$ cat src/rtl/phase_tracker_pkg.sv
// phase_tracker_pkg: shared FSM states and helpers for multi_bin_phase_tracker
package phase_tracker_pkg;

   typedef enum logic [1:0] {CAPTURE, SEND, WAIT, UPDATE} state_t;

   function automatic int slot_cnt_width(input int num_bins);
      return $clog2(num_bins + 1);
   endfunction

   // Phase words are fractions of a turn, so plain modular subtraction is the wrapped delta.
   function automatic logic [31:0] phase_wrap_sub(input logic [31:0] a, input logic [31:0] b);
      return a - b;
   endfunction

endpackage

$ cat src/rtl/multi_bin_phase_tracker.sv
// multi_bin_phase_tracker: per-frame phase advance of NUM_BINS selected FFT bins via an external CORDIC
module multi_bin_phase_tracker
   import phase_tracker_pkg::*;
#(
   parameter int DATA_WIDTH  = 24,
   parameter int ADDR_WIDTH  = 11,
   parameter int PHASE_WIDTH = 24,
   parameter int NUM_BINS    = 4
) (
   input  logic                            clock,
   input  logic                            reset,
   input  logic [2*DATA_WIDTH-1:0]         fft_tdata,
   input  logic                            fft_tvalid,
   output logic                            fft_tready,
   input  logic                            fft_tlast,
   input  logic [ADDR_WIDTH-1:0]           fft_tuser,
   input  logic [NUM_BINS*ADDR_WIDTH-1:0]  bin_sel,
   output logic [2*DATA_WIDTH-1:0]         cordic_in_tdata,
   output logic                            cordic_in_tvalid,
   input  logic                            cordic_in_tready,
   input  logic [PHASE_WIDTH-1:0]          cordic_out_tdata,
   input  logic                            cordic_out_tvalid,
   output logic [NUM_BINS*PHASE_WIDTH-1:0] phase_cur,
   output logic [NUM_BINS*PHASE_WIDTH-1:0] dphase,
   output logic [NUM_BINS-1:0]             dphase_stale,
   output logic                            dphase_valid
);

   localparam int CW = slot_cnt_width(NUM_BINS);

   state_t state, state_next;
   logic frame_start;
   logic [NUM_BINS-1:0][ADDR_WIDTH-1:0] bin_lat, bin_prev;
   logic [NUM_BINS-1:0][2*DATA_WIDTH-1:0] cap;
   logic [NUM_BINS-1:0][PHASE_WIDTH-1:0] cur, prev;
   logic [NUM_BINS-1:0] seen, hist_valid, match;
   logic [CW-1:0] send_idx, res_cnt;
   logic beat_acc, req_hs, res_acc, results_done;

   assign fft_tready       = state == CAPTURE;
   assign cordic_in_tvalid = state == SEND;
   assign dphase_valid     = state == UPDATE;
   assign beat_acc         = fft_tvalid && fft_tready;
   assign req_hs           = cordic_in_tvalid && cordic_in_tready;
   assign results_done     = res_cnt == CW'(NUM_BINS);
   assign res_acc          = cordic_out_tvalid && (state == SEND || state == WAIT) && !results_done;

   for (genvar g = 0; g < NUM_BINS; g++) begin : g_match
      assign match[g] = seen[g] && hist_valid[g] && bin_lat[g] == bin_prev[g];
   end

   // Unseen slots still issue a request so result n always maps to slot n.
   always_comb begin
      cordic_in_tdata = '0;
      for (int i = 0; i < NUM_BINS; i++)
         if (state == SEND && send_idx == CW'(i) && seen[i]) cordic_in_tdata = cap[i];
   end

   always_comb begin
      state_next = state;
      case (state)
         CAPTURE: if (beat_acc && fft_tlast) state_next = SEND;
         SEND:    if (req_hs && send_idx == CW'(NUM_BINS - 1)) state_next = WAIT;
         WAIT:    if (results_done) state_next = UPDATE;
         default: state_next = CAPTURE;
      endcase
   end

   always_ff @(posedge clock) begin
      if (reset) state <= CAPTURE;
      else state <= state_next;
   end

   always_ff @(posedge clock) begin
      if (reset) begin
         frame_start  <= 1'b1;
         seen         <= '0;
         hist_valid   <= '0;
         send_idx     <= '0;
         res_cnt      <= '0;
         phase_cur    <= '0;
         dphase       <= '0;
         dphase_stale <= '1;
      end else begin
         if (beat_acc) frame_start <= fft_tlast;
         send_idx <= state == CAPTURE ? '0 : send_idx + CW'(req_hs);
         res_cnt  <= state == CAPTURE ? '0 : res_cnt + CW'(res_acc);
         if (state == UPDATE) seen <= '0;
         for (int i = 0; i < NUM_BINS; i++) begin
            if (beat_acc && frame_start) bin_lat[i] <= bin_sel[i*ADDR_WIDTH +: ADDR_WIDTH];
            if (beat_acc && fft_tuser == (frame_start ? bin_sel[i*ADDR_WIDTH +: ADDR_WIDTH] : bin_lat[i])) begin
               cap[i]  <= fft_tdata;
               seen[i] <= 1'b1;
            end
            if (res_acc && res_cnt == CW'(i)) cur[i] <= cordic_out_tdata;
            if (state == WAIT && results_done) begin
               dphase[i*PHASE_WIDTH +: PHASE_WIDTH] <= match[i] ? PHASE_WIDTH'(phase_wrap_sub(32'(cur[i]), 32'(prev[i]))) : '0;
               dphase_stale[i] <= !match[i];
               hist_valid[i]   <= seen[i];
               if (seen[i]) begin
                  prev[i]     <= cur[i];
                  bin_prev[i] <= bin_lat[i];
                  phase_cur[i*PHASE_WIDTH +: PHASE_WIDTH] <= cur[i];
               end
            end
         end
      end
   end

endmodule

$ cat config.mk
export PLATFORM = sky130hd
export DESIGN_NAME = multi_bin_phase_tracker
export DESIGN_NICKNAME = d
export VERILOG_FILES = /design/src/rtl/phase_tracker_pkg.sv /design/src/rtl/multi_bin_phase_tracker.sv
export SDC_FILE = /design/constraint.sdc
export NUM_CORES = 1
export LEC_CHECK = 0
export CELL_PAD_IN_SITES_DETAIL_PLACEMENT = 0
export CELL_PAD_IN_SITES_GLOBAL_PLACEMENT = 1
export CORE_AREA = 2 2 250 252
export DETAILED_ROUTE_END_ITERATION = 10
export DIE_AREA = 0 0 252 254
export GPL_ROUTABILITY_DRIVEN = 1
export PLACE_DENSITY = 0.82
export SLEW_MARGIN = 20
export SYNTH_ARGS = -nofsm -noshare
export SYNTH_HDL_FRONTEND = slang
export SYNTH_SLANG_ARGS = --single-unit
$ cat constraint.sdc
create_clock -name clock -period 5.69 [get_ports clock]
set_input_delay 1.138 -clock clock [delete_from_list [all_inputs] [get_ports clock]]
set_output_delay 1.138 -clock clock [all_outputs]
set_load 0.01 [all_outputs]
After elaboration in Yosys (flattened, before gate mapping)
Cells that the tools add are included.
Storage, ports and cells
  flip-flop bits (word level): 685
  input port bits: 133
  logic and storage cells: 148
Cells by class
  add/subtract/negate cells: 6
  equality and inequality tests: 21
  muxes and demuxes: 21
  bitwise logic cells: 1
  reduce and logical (&&, ||, !) cells: 64
Operator list (number)
  48-bit 2-to-1 mux: 4
  24-bit 2-to-1 mux: 4
  24-bit subtractor: 4
  11-bit == test: 8
  11-bit 2-to-1 mux: 4
  1-bit logical AND: 32
  2-bit AND reduction: 13
  3-bit AND reduction: 5
  3-bit by 2-bit == test with 1-bit output, second input constant: 4
  2-bit nonzero test: 4
  3-bit by 1-bit adder with 3-bit output: 2
  3-bit by 1-bit == test with 1-bit output, second input constant: 2
  3-bit zero test: 2
  2-bit 2-to-1 mux: 3
  2-bit case mux with 3 select lines: 1
  1-bit zero test: 5
  2-bit == test, second input constant: 2
  1-bit 2-to-1 mux: 4
  4-bit 2-to-1 mux: 1
  2-bit by 1-bit != test with 1-bit output, second input constant: 2
  3-bit == test, second input constant: 1
  2-bit by 1-bit == test with 1-bit output, second input constant: 1
  2-bit zero test: 1
  2-bit != test, second input constant: 1
  3 further kinds: 3

Depth between registers and ports, before layout
  word-level depth: 7
  depth in mapped cells: 11

Worst setup path before layout
Ideal clock, no wire load.
  path kind: input to register
  from: input port reset
  to: register cur[48] (netlist name) (enable)
  library setup time: 0.440 ns
  data arrival time: 3.516 ns
  required time: 5.250 ns
  path slack: 1.733 ns
  stages: 3
  cell sequence: clkbuf_1 -> or3_1 -> nor3b_1
On the way
  word-level cells in the longest chain between the ends: 2
Ends and longest elaborated chain
  start: declaration: line multi_bin_phase_tracker.sv:11  | input logic reset,
  1-bit NOT (no source line)
  2-bit AND reduction (no source line)
  end signal: indexed assignment: line multi_bin_phase_tracker.sv:95  | if (res_acc && res_cnt == CW'(i)) cur[i] <= cordic_out_tdata;
  end: declaration: line multi_bin_phase_tracker.sv:35  | logic [NUM_BINS-1:0][PHASE_WIDTH-1:0] cur, prev;
Every way passes these cells.
A chain may end at the register's enable or synchronous reset.

Final worst setup path
  from: register state[1]
  to: output port cordic_in_tdata[29]
On the way
  word-level cells in the longest chain between the ends: 7
Ends and longest elaborated chain
  start: declaration: line multi_bin_phase_tracker.sv:31  | state_t state, state_next;
  start signal: assignment: line multi_bin_phase_tracker.sv:71  | else state <= state_next;
  2-bit by 1-bit == test with 1-bit output *: line multi_bin_phase_tracker.sv:56  | if (state == SEND && send_idx == CW'(i) && seen[i]) cordic_in_tdata = cap[i];
  1-bit logical AND (2 in a row): line multi_bin_phase_tracker.sv:56
  48-bit 2-to-1 mux (3 in a row): line multi_bin_phase_tracker.sv:56
  48-bit 2-to-1 mux *: line multi_bin_phase_tracker.sv:56
  end: declaration: line multi_bin_phase_tracker.sv:18  | output logic [2*DATA_WIDTH-1:0] cordic_in_tdata,
Mark *: on every way between the ends. The rest lies on a longest branch, timed or not.

==> metrics <==
largest family of logic cells by synthesized area=compound AO/OA/AOI/OAI gates; dominant delay contributor by cell family on the critical path=buffers and inverters; Adder-Cell Fraction of Synth Area=under 10%; postcts setup bufs=0; ys flop type=edfxtp_1; final hold slack=0.453 ns; CP max stage cell=clkdlybuf4s50_1; Synth Area in Simple Gates=about 10%; post-route non-filler standard cell count=3702; global-route wire length before repair=between 100000 and 150000 um; DR WL/cell=22.4 um; RR Startpoint=frame_start; total grt overflow=0; drt drc=0; Post-Syn Instances=2471; Yosys cell types=64; unrepaired setup endpoints after global routing=no; pwr/cell area=roughly 300 nW/um2; CTS Buffer Depth=3; cts repair resizes=0; Startpoint Class=flip-flop; Final period util=77.1%; Setup WS pre-CTS=1.48 ns; IO buf count=379; layout cells sized above 1=5.47%; Netlist Area Pre-Place=29200 um2; maximum vdd drop=0.252 mV; core area=slightly above 60000 um2; Synth warnings=0; Synth Area in XOR/XNOR=under 10%; CP Class=flip-flop to output port; H-tree depth=3; Yosys top cell area share=around 49%; Final Setup Violations=0; clock skew=0.0221 ns; R2R setup slack=approximately 1.9 ns; CTS buffer count=72; Synth Area in Compound Gates=12.4%; Area Overhead vs Synth=24.2%; CP max FO=48; RePlAce Congestion=0.899; Slew headroom=25.5%; Hold Path Depth=2; initial DRC count=1636; cell row count=91; WP buf/inv=3; most frequent cells in the layout=472 x edfxtp_1, 385 x nand2_1, 378 x clkdlybuf4s50_1, 212 x dfxtp_1, 190 x a21oi_1; Tmin final=4.39 ns; status=complete, no violations; endpoint type of the worst setup path=output port; WL final=83000 um; Net Count, Synth=between 2000 and 3000; hold_buf cts=0; slowest stage delay, CP=0.57 ns; Seq/Total Area, Yosys=63.2%; Hold Crit Start=dphase[81]; Total GRT Usage=about 26%; CP Data Arrival Time=~3.3 ns; hpwl dp=59900 um; final worst slack=1.30 ns; via count=20800; worst skew pair latency=about 0.62 ns; Die Ht=approximately 250 um; vias in the first global route=20400; RR Endpoint=cap[82]; maxcap violations=0; Hold Crit Class=flip-flop to flip-flop; final slew viol count=0; die width=252 um; largest net degree at the start of global routing=52; CP cell instances=inv_1 > ha_1 > nand2b_1 > nor4b_2 > buf_4 > a22oi_1 > nand2_1 > clkdlybuf4s50_1; nets=around 3100; final hold violation count=0; most common cell after layout, fill and taps aside=edfxtp_1; # fillers=4894; Synth async-reset ratio=0%; DIE AREA=64000 um2; fmax=228 MHz; antenna violations before repair=15; CTS root buffer=clkbuf_16; io pins=380; leakage=13.1 nW; setup tns final=0 ns; Seq cells post-synth=685; CTS tree=built; Worst Tran Pin Value=~1.1 ns; initial core utilization=between 40% and 50%; TritonRoute pass-1 iters=5; number of cells after detailed placement=approximately 3600; clk slew on worst S/H paths=0.06 ns; worst hold endpoint=dphase[81]; CTS sink count=685; mean post-synth cell area=approximately 12 um2; Synth area leader=edfxtp_1; Worst EP required=4.55 ns; remaining antenna violation count=0; FF-to-FF path depth=6; synth top area cells=edfxtp_1 49%, dfxtp_1 15%, nand2_1 5.0%; Vias/cell=approximately 5.6; mux share of post-synthesis cell area=under 10%; number of enable flip-flop cells after synthesis=roughly 470
final cells by class:
cell class                      count  area, um2  area share (%)
Sequential cell                   685      18400            50.9
Multi-Input combinational cell   1551       9940            27.4
Timing Repair Buffer              405       4040            11.1
Clock buffer                      102       1960            5.41
Tap cell                          790        988            2.73
Inverter                          134        503            1.39
Clock inverter                     29        360           0.994
Antenna cell                        6       15.0          0.0414
Yosys cell counts (all sizes together), types with 3 or more instances:
cell,count
edfxtp,472
o31ai,18
nand4,39
buf,15
and2,18
or3,14
mux2i,50
o21a,17
and3,17
o21ai,76
a211oi,10
nand3,16
nor4,18
a22oi,126
or4,4
nor2,97
a22o,4
a32oi,4
fa,4
nand2,386
xnor2,118
a21boi,5
nand2b,6
a21oi,190
inv,134
xor2,38
nor2b,10
dfxtp,213
o21bai,21
nor3b,4
a21o,38
ha,101
o211ai,11
nor3,33
o2111ai,3
or2,7
a41oi,3
a31oi,12
a211o,6
clkbuf,86
how the worst max path moves through the flow:
stage                           from                  end  slack (ns)  cells past startpoint
after floorplan                reset              cur[48]        1.73                      3
after detailed placement  fft_tvalid              cap[27]        1.48                      6
final                       state[1]  cordic_in_tdata[29]        1.30                      8
after CTS                   state[1]  cordic_in_tdata[29]        1.29                      8
after global placement    fft_tvalid              cap[34]        1.56                      6
after global routing        state[0]  cordic_in_tdata[36]        1.11                      7
state kept, by name, summed over array words and instances, names as in the netlist:
name	flops
res_cnt	3
state	2
bin_prev	44
frame_start	1
phase_cur	96
hist_valid	4
dphase	96
cap	192
prev	96
send_idx	3
bin_lat	44
dphase_stale	4
cur	96
seen	4
stage by stage:
step                      area (um2)  utilization [%]  total power, mW
final                          36200             59.2             10.8
after global routing           36200             59.1             11.2
after CTS                      36200             59.1             10.9
after detailed placement       33900             55.3             6.32
after global placement         33800             55.2             6.30
after floorplan                29200                -             5.99
where the power goes:
part | total (mW) | leakage [nW] | internal (mW) | switching [mW]
clock network | 4.62 | 1.13 | 2.67 | 1.96
registers | 5.50 | 5.97 | 5.41 | 0.0991
logic | 0.709 | 6.04 | 0.313 | 0.396
cells by family (layout without fill, tap and decap cells):
group           Yosys count  count (layout)
other cells               0               6
xor+xnor                156             156
simple gates            677             677
flops                   685             685
buf+inv                 235             670
mux                      50              50
fa+ha+maj               105             105
compound gates          563             563
tightest hold or removal path, delay by kind of cell, from the launching register on:
| kind | cells | cell delay [ns] |
|---|---|---|
| simple gates | 1 | 0.05 |
| flops | 1 | 0.31 |
| compound gates | 1 | 0.05 |
per-layer routing:
layer	part of all wire, %	wire [um]	up-vias	track usage (%)
met5	0.069	57	-	0
met4	3.4	2850	8	10.3
met3	7.6	6300	151	5.44
met2	47	38800	744	41.0
met1	42	35000	10100	34.2
li1	-	-	9750	-
Note: power is estimated with default switching activity, not from simulation.
